<file path="src/rtl/alu_issue_ctrl_pkg.sv">
// alu_issue_ctrl_pkg
//   Shared definitions for the ALU issue controller.
//   - op_mne_e : mnemonics of the opcodes that are executed on the external ALU
//   - OPC_LDI  : load-immediate opcode, handled locally without the ALU
//   - state_e  : issue FSM states
//   - is_illegal() : true for opcodes 101..111
package alu_issue_ctrl_pkg;

  typedef enum logic [2:0] {
    OP_ADD = 3'b000,
    OP_AND = 3'b001,
    OP_XOR = 3'b010,
    OP_SRL = 3'b011
  } op_mne_e;

  localparam logic [2:0] OPC_LDI = 3'b100;

  typedef enum logic [1:0] {
    IDLE,
    EXEC,
    SHIFT,
    RETIRE
  } state_e;

  function automatic logic is_illegal(input logic [2:0] opc);
    return (opc > OPC_LDI);
  endfunction

endpackage

</file>
<file path="src/rtl/alu_issue_ctrl_if.sv">
// alu_issue_ctrl_if
//   Groups the instruction handshake, the external-ALU bus, the retire
//   status pulses and the debug read port of the issue controller.
//   Ports (slave = controller side):
//     instr[8:0]  in   opcode[8:6], rd[5:3], rs/imm[2:0]
//     instr_valid in   instr is valid this cycle
//     instr_ready out  controller accepts instr this cycle
//     alu_op      out  operation issued to the external ALU
//     alu_in_a/b  out  ALU operands
//     alu_out     in   combinational ALU result
//     alu_en      out  alu_out is written back this cycle
//     done / err  out  retire pulse / illegal-opcode pulse
//     rd_sel      in   debug register select
//     rd_data     out  combinational contents of R[rd_sel]
interface alu_issue_ctrl_if #(
  parameter int W = 8
);

  logic [8:0]   instr;
  logic         instr_valid;
  logic         instr_ready;
  logic [2:0]   alu_op;
  logic [W-1:0] alu_in_a;
  logic [W-1:0] alu_in_b;
  logic [W-1:0] alu_out;
  logic         alu_en;
  logic         done;
  logic         err;
  logic [2:0]   rd_sel;
  logic [W-1:0] rd_data;

  modport master (
    output instr, instr_valid, alu_out, rd_sel,
    input  instr_ready, alu_op, alu_in_a, alu_in_b, alu_en, done, err, rd_data
  );

  modport slave (
    input  instr, instr_valid, alu_out, rd_sel,
    output instr_ready, alu_op, alu_in_a, alu_in_b, alu_en, done, err, rd_data
  );

endinterface

</file>
<file path="src/rtl/alu_issue_ctrl_reg_file8.sv">
// reg_file8
//   NREG x W register file with one synchronous write port, two
//   combinational operand read ports and one combinational debug read port.
//   Reads return the pre-write value during a write cycle.
//   Ports:
//     clk, rst_n          clock, asynchronous active-low clear of all registers
//     we, waddr, wdata    write port
//     ra_addr / ra_data   operand A read port
//     rb_addr / rb_data   operand B read port
//     dbg_addr / dbg_data debug read port
module reg_file8 #(
  parameter int NREG = 8,
  parameter int W    = 8
) (
  input  logic         clk,
  input  logic         rst_n,
  input  logic         we,
  input  logic [2:0]   waddr,
  input  logic [W-1:0] wdata,
  input  logic [2:0]   ra_addr,
  output logic [W-1:0] ra_data,
  input  logic [2:0]   rb_addr,
  output logic [W-1:0] rb_data,
  input  logic [2:0]   dbg_addr,
  output logic [W-1:0] dbg_data
);

  logic [W-1:0] regs [NREG];

  always_ff @(posedge clk or negedge rst_n) begin
    if (!rst_n) begin
      for (int i = 0; i < NREG; i++) begin
        regs[i] <= '0;
      end
    end else if (we) begin
      regs[waddr] <= wdata;
    end
  end

  assign ra_data  = regs[ra_addr];
  assign rb_data  = regs[rb_addr];
  assign dbg_data = regs[dbg_addr];

endmodule

</file>
<file path="src/rtl/alu_issue_ctrl.sv">
// alu_issue_ctrl
//   Accepts one 9-bit instruction at a time, issues it to an external
//   combinational ALU and writes the result back into an 8-entry register
//   file. SRL is performed as a sequence of one-bit ALU passes.
//   Ports:
//     clk    rising-edge clock
//     rst_n  asynchronous active-low reset
//     bus    alu_issue_ctrl_if.slave (handshake, ALU bus, status, debug read)
module alu_issue_ctrl
  import alu_issue_ctrl_pkg::*;
#(
  parameter int NREG = 8,
  parameter int W    = 8
) (
  input  logic              clk,
  input  logic              rst_n,
  alu_issue_ctrl_if.slave   bus
);

  state_e       state;
  logic [8:0]   instr_q;
  logic [2:0]   cnt;
  logic         done_q;
  logic         err_q;

  logic [2:0]   opc;
  logic [2:0]   rd;
  logic [2:0]   rs;
  logic [2:0]   in_opc;
  logic [2:0]   in_imm;

  logic         we;
  logic [W-1:0] wdata;
  logic [W-1:0] ra_data;
  logic [W-1:0] rb_data;

  assign opc    = instr_q[8:6];
  assign rd     = instr_q[5:3];
  assign rs     = instr_q[2:0];
  assign in_opc = bus.instr[8:6];
  assign in_imm = bus.instr[2:0];

  reg_file8 #(
    .NREG (NREG),
    .W    (W)
  ) u_regs (
    .clk      (clk),
    .rst_n    (rst_n),
    .we       (we),
    .waddr    (rd),
    .wdata    (wdata),
    .ra_addr  (rd),
    .ra_data  (ra_data),
    .rb_addr  (rs),
    .rb_data  (rb_data),
    .dbg_addr (bus.rd_sel),
    .dbg_data (bus.rd_data)
  );

  // ALU bus and write-back are decoded from the registered state and the
  // captured instruction; the ALU result must come straight back the same
  // cycle, so this path cannot be registered.
  always_comb begin
    bus.alu_op   = OP_ADD;
    bus.alu_in_a = '0;
    bus.alu_in_b = '0;
    bus.alu_en   = 1'b0;
    we           = 1'b0;
    wdata        = bus.alu_out;
    case (state)
      EXEC: begin
        if (opc == OP_ADD || opc == OP_AND || opc == OP_XOR) begin
          bus.alu_op   = opc;
          bus.alu_in_a = ra_data;
          bus.alu_in_b = rb_data;
          bus.alu_en   = 1'b1;
          we           = 1'b1;
        end else if (opc == OPC_LDI) begin
          we    = 1'b1;
          wdata = W'(rs);
        end
      end
      SHIFT: begin
        bus.alu_op   = OP_SRL;
        bus.alu_in_a = ra_data;
        bus.alu_in_b = W'(1);
        bus.alu_en   = 1'b1;
        we           = 1'b1;
      end
      default: ;
    endcase
  end

  // Issue FSM; done/err are registered so they rise together with RETIRE.
  // SRL by 0 skips straight to RETIRE, SRL by n loads the counter and
  // spends n cycles in SHIFT.
  always_ff @(posedge clk or negedge rst_n) begin
    if (!rst_n) begin
      state   <= IDLE;
      instr_q <= '0;
      cnt     <= '0;
      done_q  <= 1'b0;
      err_q   <= 1'b0;
    end else begin
      done_q <= 1'b0;
      err_q  <= 1'b0;
      case (state)
        IDLE: begin
          if (bus.instr_valid) begin
            instr_q <= bus.instr;
            if (in_opc == OP_SRL) begin
              if (in_imm != 3'd0) begin
                cnt   <= in_imm;
                state <= SHIFT;
              end else begin
                state  <= RETIRE;
                done_q <= 1'b1;
              end
            end else begin
              state <= EXEC;
            end
          end
        end
        EXEC: begin
          state  <= RETIRE;
          done_q <= 1'b1;
          err_q  <= is_illegal(opc);
        end
        SHIFT: begin
          cnt <= cnt - 3'd1;
          if (cnt == 3'd1) begin
            state  <= RETIRE;
            done_q <= 1'b1;
          end
        end
        RETIRE: begin
          state <= IDLE;
        end
        default: begin
          state <= IDLE;
        end
      endcase
    end
  end

  assign bus.instr_ready = (state == IDLE);
  assign bus.done        = done_q;
  assign bus.err         = err_q;

endmodule

</file>
<file path="src/flat_wrapper.sv">
// flat-port wrapper written by rule: the top's interface ports become plain ports
module alu_issue_ctrl_flat import alu_issue_ctrl_pkg::*;
#(
  parameter int NREG = 8,
  parameter int W    = 8
)
  (clk, rst_n, bus_instr, bus_instr_valid, bus_alu_out, bus_rd_sel, bus_instr_ready, bus_alu_op, bus_alu_in_a, bus_alu_in_b, bus_alu_en, bus_done, bus_err, bus_rd_data);
  alu_issue_ctrl_if #(.W(W)) bus_i ();
  input  logic clk;
  input  logic rst_n;
  input wire logic [$bits(bus_i.instr)-1:0] bus_instr;
  input wire logic [$bits(bus_i.instr_valid)-1:0] bus_instr_valid;
  input wire logic [$bits(bus_i.alu_out)-1:0] bus_alu_out;
  input wire logic [$bits(bus_i.rd_sel)-1:0] bus_rd_sel;
  output wire logic [$bits(bus_i.instr_ready)-1:0] bus_instr_ready;
  output wire logic [$bits(bus_i.alu_op)-1:0] bus_alu_op;
  output wire logic [$bits(bus_i.alu_in_a)-1:0] bus_alu_in_a;
  output wire logic [$bits(bus_i.alu_in_b)-1:0] bus_alu_in_b;
  output wire logic [$bits(bus_i.alu_en)-1:0] bus_alu_en;
  output wire logic [$bits(bus_i.done)-1:0] bus_done;
  output wire logic [$bits(bus_i.err)-1:0] bus_err;
  output wire logic [$bits(bus_i.rd_data)-1:0] bus_rd_data;
  assign bus_i.instr = bus_instr;
  assign bus_i.instr_valid = bus_instr_valid;
  assign bus_i.alu_out = bus_alu_out;
  assign bus_i.rd_sel = bus_rd_sel;
  assign bus_instr_ready = bus_i.instr_ready;
  assign bus_alu_op = bus_i.alu_op;
  assign bus_alu_in_a = bus_i.alu_in_a;
  assign bus_alu_in_b = bus_i.alu_in_b;
  assign bus_alu_en = bus_i.alu_en;
  assign bus_done = bus_i.done;
  assign bus_err = bus_i.err;
  assign bus_rd_data = bus_i.rd_data;
  alu_issue_ctrl #(.NREG(NREG), .W(W)) u_core (.clk(clk), .rst_n(rst_n), .bus(bus_i));
endmodule
</file>
<file path="config.mk">
export PLATFORM = sky130hd
export DESIGN_NAME = alu_issue_ctrl_flat
export DESIGN_NICKNAME = d
export VERILOG_FILES = /design/src/rtl/alu_issue_ctrl_pkg.sv /design/src/rtl/alu_issue_ctrl_if.sv /design/src/rtl/alu_issue_ctrl_reg_file8.sv /design/src/rtl/alu_issue_ctrl.sv /design/src/flat_wrapper.sv
export SDC_FILE = /design/constraint.sdc
export NUM_CORES = 1
export LEC_CHECK = 0
export CAP_MARGIN = 20
export CORE_MARGIN = 5
export CORE_UTILIZATION = 58
export CTS_CLUSTER_SIZE = 14
export DETAILED_ROUTE_END_ITERATION = 8
export GPL_ROUTABILITY_DRIVEN = 1
export GPL_TIMING_DRIVEN = 0
export PLACE_DENSITY_LB_ADDON = 0.08
export SLEW_MARGIN = 0
export SYNTH_ARGS = -nofsm -noshare
export SYNTH_HDL_FRONTEND = slang
export SYNTH_HIERARCHICAL = 1
export SYNTH_SLANG_ARGS = --single-unit
</file>
<file path="constraint.sdc">
create_clock -name clk -period 3.7 [get_ports clk]
set_clock_uncertainty 0.15 [all_clocks]
set_input_delay 0.74 -clock clk [delete_from_list [all_inputs] [get_ports clk]]
set_output_delay 0.74 -clock clk [all_outputs]
set_load 0.03 [all_outputs]
</file>
==> flow_metrics.py <==
metrics = {
    "run_status": {
        "status": "finished clean",
    },
    "floorplanning": {
        "ioPinCount": 54,
        "start_util": 0.5977,
        "chipWidth_um": 105.0,
        "rows": 34,
        "die_area_um2": 11030,
        "die_h_um": 105.0,
        "core_area_um2": 8763,
    },
    "drt": {
        "drc": 0,
        "route.final.wire_length_um": 12860,
        "antenna_left": 0,
        "routed-via-count": 3386,
        "dr.first_iter.drc_count": 147,
        "wl_per_cell_um": 24.79,
        "viasPerCell": 6.524,
        "first_pass_iters": 4,
    },
    "layout": {
        "seq_area_um2": 2003,
        "diodes": 0,
        "fin_cells": 519,
        "fin_area_um2": 6153,
        "n_fill_cell": 598,
        "final_common_cell": "mux2_2",
        "area.growth.synth_to_final_pct": 17.49,
        "final_net_count": 435,
        "drive_gt1_frac": 0.3796,
        "multiInputGateArea_um2": 3005,
        "final_cell_mix": "mux2_2 (101), dfrtp_1 (79), clkdlybuf4s50_1 (47), mux4_1 (41)",
    },
    "synth": {
        "netlist_instances": 345,
        "synth.distinct_cells": 42,
        "synth.top_cell.area_share": 0.3822,
        "syn-num-nets": 374,
        "ys_seq_elements": 80,
        "synth_ff_type": "dfrtp_1",
        "synth_edf_count": 0,
        "async_reset_ff_frac": 1.000,
        "seq_area_frac_synth": 0.3822,
        "ys_warn_count": 6,
        "synth.avg_cell_area_um2": 15.18,
        "yosysTopAreaCell": "dfrtp_1",
        "synthTopCellsByArea": "dfrtp_1 (38%), mux2_2 (22%), mux4_1 (21%)",
        "synth.cell_area_um2": 5238,
    },
    "setup_path": {
        "reg2reg_from": "u_core/state[1]",
        "cpPeakStageDelay_ns": 0.58,
        "path_max_fanout": 10,
        "criticalPathCategory": "register to output pin",
        "arrival_ns": 2.69,
        "crit_path_end_kind": "output pin",
        "r2r_setup_slack_ns": 0.44,
        "worstSetupStartpoint": "u_core/instr_q[0]",
        "r2r_end": "u_core/u_regs/regs[56]",
        "endpoint": "bus_alu_in_b[5]",
        "cp_data_required_time_ns": 2.81,
        "slowest_stage": "mux4_1",
        "ff2ff_path_depth": 7,
        "crit_path_start_kind": "register",
        "crit_chain": "buf_6 > buf_12 > mux4_1 > mux2_2 > and3_1 > clkdlybuf4s50_1",
    },
    "clock_network": {
        "clk_pin_slew_worst_paths_ns": 0.09,
        "numCtsBuffers": 9,
        "cts_max_path_buffers": 2,
        "cts_max_level": 3,
        "cts.sinks": 80,
        "cts_tree": "built",
        "cts_hold_buf": 0,
        "clock_latency_ns": 0.35,
        "root_buffer": "clkbuf_8",
    },
    "timing": {
        "min_period_over_period": 0.9685,
        "worst_slack_ns": 0.1165,
        "drv_slew": 0,
        "rsz0062_at_grt": "no",
        "fmax_ghz": 0.2791,
        "setup_tns_ns": 0,
        "finalCriticalPeriod_ns": 3.583,
        "final-setup-viol-count": 0,
        "hold_viol": 0,
        "max_slew.worst_pin.slew_ns": 0.8375,
        "maxSlewHeadroom": 0.4393,
    },
    "global_route": {
        "grt_max_degree": 54,
        "antenna_found_initial": 0,
        "grt_pass1_wl_um": 19950,
        "grt-ovfl-total": 0,
        "grt_use_total": 0.2368,
        "grt_pass1_vias": 3544,
    },
    "min_path": {
        "hp-class": "input port to async pin",
    },
    "power": {
        "vdd_drop_max_uv": 460.7,
        "finalPower_mw": 5.801,
        "power_leakage_nw": 2.631,
        "powerDensity_nw_per_um2": 942.7,
    },
    "placement": {
        "place_ws_ns": 0.1427,
        "gp_congestion": 0.7867,
        "numPortBuffers": 49,
        "placed_cell_area_um2": 5888,
        "dp_cells": 503,
        "post-dp-hpwl_um": 8844,
    },
    "flow_run": {
        "cap_violations": 0,
    },
}
==> critical path, delay by kind of cell, from the launching register on <==
| kind | cells | cell delay [ns] |
|---|---|---|
| mux | 2 | 0.85 |
| buf+inv | 3 | 0.92 |
| flops | 1 | 0.41 |
| simple gates | 1 | 0.15 |
==> cell families after synthesis <==
logic type      synth area share
mux                       0.4548
flops                     0.3822
simple gates             0.07310
buf+inv                  0.04395
compound gates           0.03082
fa+ha+maj                0.01433
other cells            0.0007160
==> per-stage QoR <==
step,util,hold WS (ns)
6_report,0.7022,0.1453
4_1_cts,0.7017,0.1558
3_3_place_gp,0.6690,0.3602
3_5_place_dp,0.6719,0.3702
2_1_floorplan,-,0.2944
5_1_grt,0.7022,0.1508
==> layout make-up <==
class | count | area share
timing repair buffer | 52 | 0.08662
buffer | 26 | 0.03192
sequential | 80 | 0.3255
clock buffer | 10 | 0.02237
clock inverter | 6 | 0.01891
multi-input combinational | 230 | 0.4884
tap | 108 | 0.02196
inverter | 7 | 0.004270
==> synthesized netlist by cell type (all sizes together), types with 2 or more instances <==
| cell | count |
|---|---|
| nand4 | 2 |
| nor2b | 7 |
| buf | 22 |
| dfrtp | 80 |
| ha | 6 |
| nor3 | 3 |
| nand4b | 3 |
| a21oi | 5 |
| nor4bb | 3 |
| inv | 7 |
| and3 | 6 |
| mux2 | 101 |
| nand2 | 6 |
| mux4 | 48 |
| a22o | 3 |
| clkbuf | 6 |
| nand3b | 2 |
| nor2 | 10 |
| and2 | 10 |
==> worst min path at each step <==
stage	cells after the start	slack, ns	to	start
after CTS	1	0.16	u_core/cnt[1]	rst_n
after floorplan	0	0.29	u_core/bus.done	rst_n
final	1	0.15	u_core/cnt[1]	rst_n
after global routing	1	0.15	u_core/cnt[1]	rst_n
after detailed placement	1	0.37	u_core/instr_q[2]	u_core/instr_q[2]
after global placement	1	0.36	u_core/instr_q[2]	u_core/instr_q[2]
==> timing repair <==
action	4_1_cts	5_1_grt
pin swaps	1	0
buffers inserted	2	0
gates resized for setup	0	2
setup endpoints to repair	16	2
==> flip-flops by register name, indices dropped and copies added (netlist names) <==
name                flops
u_core/u_regs/regs     64
u_core/cnt              3
u_core/bus.err          1
u_core/state            2
u_core/instr_q          9
u_core/bus.done         1
==> power by group <==
| group | internal, mW | switching (mW) |
|---|---|---|
| Clock | 0.470 | 0.337 |
| Sequential | 1.32 | 0.458 |
| Combinational | 1.82 | 1.40 |
==> layer usage <==
metal,global-route usage,wire [µm],vias to the layer above
met5,0,0,-
met1,0.3199,5389,1767
met4,0.06393,135,0
met3,0.04131,795,9
met2,0.3975,6544,109
li1,-,-,1501
No activity file was read; power rests on OpenSTA's default activity.
